<file path="config.mk">
export PLATFORM = sky130hd
export DESIGN_NAME = pipe_ctrl
export DESIGN_NICKNAME = d
export VERILOG_FILES = /design/src/rtl/pipe_ctrl.sv
export SDC_FILE = /design/constraint.sdc
export NUM_CORES = 1
export LEC_CHECK = 0
export ABC_AREA = 0
export CELL_PAD_IN_SITES_DETAIL_PLACEMENT = 0
export CELL_PAD_IN_SITES_GLOBAL_PLACEMENT = 1
export CORE_MARGIN = 5
export CORE_UTILIZATION = 40
export CTS_CLUSTER_SIZE = 10
export DETAILED_ROUTE_END_ITERATION = 16
export PLACE_DENSITY = 0.82
export SLEW_MARGIN = 10
export SYNTH_ARGS = -nofsm -noshare
export SYNTH_HDL_FRONTEND = slang
export SYNTH_SLANG_ARGS = --single-unit
</file>
<file path="constraint.sdc">
create_clock -name clk -period 6.6 [get_ports clk]
set_input_delay 1.65 -clock clk [delete_from_list [all_inputs] [get_ports clk]]
set_output_delay 1.65 -clock clk [all_outputs]
set_load 0.01 [all_outputs]
</file>
<file path="src/rtl/pipe_ctrl.sv">
// pipe_ctrl: stall/flush sequencer for the PC/ID/EX/MEM/MEM2/WB pipeline.
// Ports: clk/rst, stall and redirect sources in; per-stage wr/flush, redirect and div_done out.
module pipe_ctrl #(
  parameter int DIV_CYCLES = 32,
  parameter int PC_W       = 32
) (
  input  logic            clk,
  input  logic            rst,
  input  logic            icache_busy,
  input  logic            dcache_busy,
  input  logic            load_use,
  input  logic            div_start,
  input  logic            br_redirect,
  input  logic [PC_W-1:0] br_target,
  input  logic            exc_valid,
  input  logic [PC_W-1:0] exc_target,
  output logic            pc_wr,
  output logic            id_wr,
  output logic            ex_wr,
  output logic            mem_wr,
  output logic            mem2_wr,
  output logic            wb_wr,
  output logic            id_flush,
  output logic            ex_flush,
  output logic            mem_flush,
  output logic            mem2_flush,
  output logic            wb_flush,
  output logic            redirect_valid,
  output logic [PC_W-1:0] redirect_pc,
  output logic            div_done
);

  localparam int CW = $clog2(DIV_CYCLES + 1);

  typedef enum logic [1:0] {
    RUN,
    EXC_WAIT,
    BR_WAIT
  } state_t;

  state_t          state;
  state_t          state_nx;
  logic [CW-1:0]   div_cnt;
  logic [PC_W-1:0] tgt_q;
  logic [PC_W-1:0] last_pc;
  logic [PC_W-1:0] sel_pc;

  logic       div_stall;
  logic       stall;
  logic [2:0] k;
  logic       exc_take;
  logic       br_take;
  logic [5:0] wr_s;
  logic [5:1] fl_s;
  logic [5:0] wr;
  logic [5:1] fl;
  logic       rv;

  assign div_stall = div_start | (div_cnt != '0);

  // Exceptions only act once MEM2 is done; a held MEM2 re-asserts.
  assign exc_take = exc_valid & ~dcache_busy;

  // Deepest stalled stage wins.
  always_comb begin
    stall = 1'b1;
    k     = 3'd0;
    if (dcache_busy)      k = 3'd4;
    else if (div_stall)   k = 3'd2;
    else if (load_use)    k = 3'd1;
    else if (icache_busy) k = 3'd0;
    else                  stall = 1'b0;
  end

  // A branch only redirects when EX is advancing.
  assign br_take = (state == RUN) & br_redirect & ~exc_take
                 & (~stall | (k < 3'd2));

  always_comb begin
    wr_s = '1;
    fl_s = '0;
    if (stall) begin
      for (int i = 0; i < 6; i++)
        if (3'(i) <= k) wr_s[i] = 1'b0;
      fl_s[k + 3'd1] = 1'b1;
    end
  end

  always_ff @(posedge clk) begin
    if (rst) state <= RUN;
    else     state <= state_nx;
  end

  always_comb begin
    state_nx = state;
    if (exc_take) begin
      state_nx = icache_busy ? EXC_WAIT : RUN;
    end else begin
      unique case (state)
        RUN:      if (br_take && icache_busy) state_nx = BR_WAIT;
        EXC_WAIT: if (!icache_busy) state_nx = RUN;
        BR_WAIT:  if (!icache_busy) state_nx = RUN;
        default:  state_nx = RUN;
      endcase
    end
  end

  always_comb begin
    wr     = wr_s;
    fl     = fl_s;
    rv     = 1'b0;
    sel_pc = tgt_q;
    if (rst) begin
      wr = '0;
      fl = '1;
    end else if (exc_take) begin
      // Excepting instr's WB write is already squashed upstream.
      wr      = '1;
      wr[0]   = ~icache_busy;
      fl      = '0;
      fl[4:1] = '1;
      rv      = ~icache_busy;
      sel_pc  = exc_target;
    end else begin
      unique case (state)
        RUN: begin
          if (br_take) begin
            fl[1]  = 1'b1;
            wr[0]  = ~icache_busy;
            rv     = ~icache_busy;
            sel_pc = br_target;
          end
        end
        EXC_WAIT: begin
          wr    = '1;
          wr[0] = ~icache_busy;
          fl    = '0;
          fl[1] = 1'b1;
          rv    = ~icache_busy;
        end
        BR_WAIT: begin
          fl[1] = 1'b1;
          wr[0] = ~icache_busy;
          rv    = ~icache_busy;
        end
        default: ;
      endcase
    end
  end

  always_ff @(posedge clk) begin
    if (rst)
      tgt_q <= '0;
    else if (exc_take && icache_busy)
      tgt_q <= exc_target;
    else if (br_take && icache_busy)
      tgt_q <= br_target;
  end

  always_ff @(posedge clk) begin
    if (rst)     last_pc <= '0;
    else if (rv) last_pc <= sel_pc;
  end

  always_ff @(posedge clk) begin
    if (rst || exc_take)
      div_cnt <= '0;
    else if (div_start)
      div_cnt <= CW'(DIV_CYCLES - 1);
    else if (div_cnt != '0)
      div_cnt <= div_cnt - 1'b1;
  end

  assign div_done = ~rst & ((div_cnt == CW'(1))
                  | (div_start & (DIV_CYCLES == 1)));

  assign pc_wr          = wr[0];
  assign id_wr          = wr[1];
  assign ex_wr          = wr[2];
  assign mem_wr         = wr[3];
  assign mem2_wr        = wr[4];
  assign wb_wr          = wr[5];
  assign id_flush       = fl[1];
  assign ex_flush       = fl[2];
  assign mem_flush      = fl[3];
  assign mem2_flush     = fl[4];
  assign wb_flush       = fl[5];
  assign redirect_valid = rv;
  assign redirect_pc    = rv ? sel_pc : last_pc;

endmodule

</file>
==> results.cfg <==
[run_status]
status = completed

[timing]
tightest_slew_ns = 1.131
hold_violations = 0
clock_skew_ns = 0.004994
fmax_mhz = 159.2
setup_slack_ns = 0.3187
period_share_pct = 95.17
setup_viol = 0
rsz0062_at_grt = no
period_needed_ns = 6.281
drv_slew = 0
relSlewSlack_pct = 24.35
setup-tns-final_ns = 0

[power]
leakage_nw = 2.654
p_sw_uw = 361.4
clkPwrFrac_pct = 35.7
ir_drop_mv = 0.08635
p_int_uw = 873.3
p_per_area_nw_per_um2 = 190.8
finalPower_mw = 1.235
netSwitchingFraction_pct = 29.27
p_comb_share_pct = 25.8
seq_power_share_pct = 38.4

[clock_tree]
cts_resized = 0
cts_tree = built
cts-root-buf = clkbuf_16
clk_pin_slew_ns = 0.05
cts_buffers = 9
h-tree-depth = 3
clk_path_buf_depth = 2
clock_latency_ns = 0.32
cts_hold_buf = 0
cts.sinks = 72
post_cts_buffers = 0

[yosys]
synthFlopType = dfxtp_1
synth-async-reset-ratio_pct = 0
ys_warn_count = 0
netlist_area_sq_um = 4992
synth_cells = 607
synth_cell_types = 47
seq_area_frac_synth_pct = 28.87
synth_edf_count = 0
syn-mean-instance-area_sq_um = 8.225
ys_seq_elements = 72
synthesis.nets = 686

[setup_path]
slowest_delay_ns = 0.65
ff2ff_setup_slack_ns = 3.40
path_depth = 7
r2r_cells = 8
crit_fanout = 23
critPathLaunch = dcache_busy
path_buf_inv = 3
reg2reg_from = div_cnt[0]
setup.worst_path.class = in2out
critPathTopFamily = buffers and inverters
crit_end = redirect_pc[14]
cp_common_cell = clkdlybuf4s50_1
end_kind = output pin
arrival_ns = 4.63
path_cells = clkdlybuf4s50_1 > nor4_4 > buf_4 > nand2_2 > o41ai_1 > o31ai_1 > clkdlybuf4s50_1
critPathLaunchType = primary input
crit_slowest_cell = o41ai_1
r2r-end = tgt_q[0]
required_ns = 4.95

[die]
row_count = 40
core_sq_um = 12110
die_h_um = 121.7
die_area_sq_um = 14810
ios = 117
initial_core_util_pct = 41.22
die_x_um = 121.7

[route]
postRouteAntennaNets = 0
drt_iter0_markers = 501
vias = 5274
drt_wl_total_um = 16550
viasPerCell = 6.219
wl_per_cell_um = 19.52
drt_pass1_iterations = 5
drc = 0

[global_route]
grt_max_degree = 102
grt_pass1_vias = 5232
antenna_found_initial = 0
grt_overflow = 0
grtUsageTotal_pct = 22.42
grt_pass1_wl_um = 27120

[min_path]
hold_path_startpoint = last_pc[1]
min_path_type = reg2reg

[place]
dp_slack_ns = 0.3219
placed_area_sq_um = 6210
dp_cells = 835
hpwl_um = 10570
globalplace.congestion = 0.8009
io_buffers = 116

[final_layout]
areaGrowthSynthToFinish_pct = 29.65
drive_above_1_share_pct = 8.235
fin_cells = 848
nNetsFinal = 757
antennaDiodeCount = 0
postLayoutCellArea_sq_um = 6472

[job]
max_cap_viol_count = 0
## kinds of logic after synthesis
logic type,after synthesis,share of synthesized area (%)
simple gates,188,19.80
xor+xnor,4,0.7019
compound gates,217,36.04
buf+inv,100,9.023
fa+ha+maj,7,1.754
flops,72,28.87
mux,19,3.809
## power by group through the flow
| stage | Sequential [mW] | Clock [mW] | Combinational (mW) |
|---|---|---|---|
| after global routing | 0.477 | 0.474 | 0.348 |
| after floorplan | 0.480 | 0 | 0.189 |
| after global placement | 0.482 | 0 | 0.311 |
| after CTS | 0.474 | 0.452 | 0.319 |
| after detailed placement | 0.483 | 0 | 0.318 |
| final | 0.475 | 0.441 | 0.319 |
## metal layers
layer  global-route usage (%)  wire length (um)
met4                    5.952               157
met1                    31.51              7832
met2                    34.96              7538
met5                        0                 0
met3                    4.643              1024
## worst reg2reg max path: stages (launching register included)
cell and delay [ns]:
dfxtp_1 0.34, inv_1 0.13, ha_1 0.17, or3b_4 0.41
nor4_4 0.37, buf_4 0.39, o21a_1 0.84, buf_4 0.33
o211a_1 0.16
## state kept, by name (all words and copies together), names as in the netlist
register and flops:
div_cnt 6, last_pc 32, state 2, tgt_q 32
## Yosys cell counts (3+ instances only)
cell type / instances / area share [%]
ha_1: 7 / 1.8
o2111ai_1: 13 / 2.3
o211a_1: 32 / 6.4
o31ai_1: 64 / 9.6
a21oi_1: 9 / 0.90
dfxtp_1: 72 / 29
buf_2: 12 / 1.2
a2bb2oi_1: 19 / 3.3
nor3_1: 23 / 2.3
o21ai_0: 5 / 0.50
nand4_1: 32 / 4.0
o211ai_1: 19 / 2.9
nor2_1: 43 / 3.2
mux2i_1: 19 / 3.8
inv_1: 23 / 1.7
o21a_1: 4 / 0.60
nand3_1: 48 / 4.8
o41ai_2: 9 / 2.9
xnor2_1: 3 / 0.53
nor2b_1: 3 / 0.38
clkbuf_1: 50 / 3.8
or2_2: 3 / 0.38
nand2_1: 19 / 1.4
o41ai_1: 11 / 1.9
a211oi_1: 14 / 2.1
a31oi_1: 13 / 1.6
buf_1: 6 / 0.45
buf_6: 7 / 1.6
## how the worst min path moves through the flow
stage	depth (start not counted)	endpoint	slack [ns]
after floorplan	2	state[1]	0.45
after detailed placement	2	last_pc[3]	0.48
after global placement	2	state[1]	0.46
final	2	last_pc[1]	0.49
after CTS	2	last_pc[3]	0.49
after global routing	2	last_pc[13]	0.51
## per-stage QoR
step | hold WS (ns) | util, %
6_report | 0.4890 | 53.44
5_1_grt | 0.5113 | 53.44
4_1_cts | 0.4893 | 53.43
3_5_place_dp | 0.4811 | 51.27
3_3_place_gp | 0.4629 | 51.27
2_1_floorplan | 0.4486 | -
## area by class of cell
class	instances	area [sq um]
Inverter	23	86.33
Sequential cell	72	1441
Timing Repair Buffer	137	1351
Clock inverter	1	5.005
Tap cell	168	210.2
Multi-Input combinational cell	435	3122
Clock buffer	12	256.5
Fill cell	1179	5639
## placed cells by master (no fill, tap or decap), types with 2 or more instances in the layout
| cell | count |
|---|---|
| clkdlybuf4s50_1 | 115 |
| dfxtp_1 | 72 |
| o31ai_1 | 64 |
| nand3_1 | 48 |
| nor2_1 | 43 |
| o211a_1 | 32 |
| nand4_1 | 32 |
| nor3_1 | 23 |
| inv_1 | 22 |
| nand2_1 | 19 |
| a2bb2oi_1 | 19 |
| mux2i_1 | 19 |
| o211ai_1 | 19 |
| buf_4 | 18 |
| a211oi_1 | 14 |
| a31oi_1 | 13 |
| o2111ai_1 | 13 |
| o41ai_1 | 11 |
| o41ai_2 | 9 |
| a21oi_1 | 9 |
| clkbuf_16 | 9 |
| ha_1 | 7 |
| o21ai_0 | 4 |
| o21a_1 | 4 |
| or2_2 | 3 |
| xnor2_1 | 3 |
| buf_12 | 3 |
| nor4_4 | 2 |
| nor2b_1 | 2 |
| o221ai_1 | 2 |
| nand3b_1 | 2 |
| nor4b_1 | 2 |
| clkbuf_8 | 2 |
No activity file was read; power rests on OpenSTA's default activity.
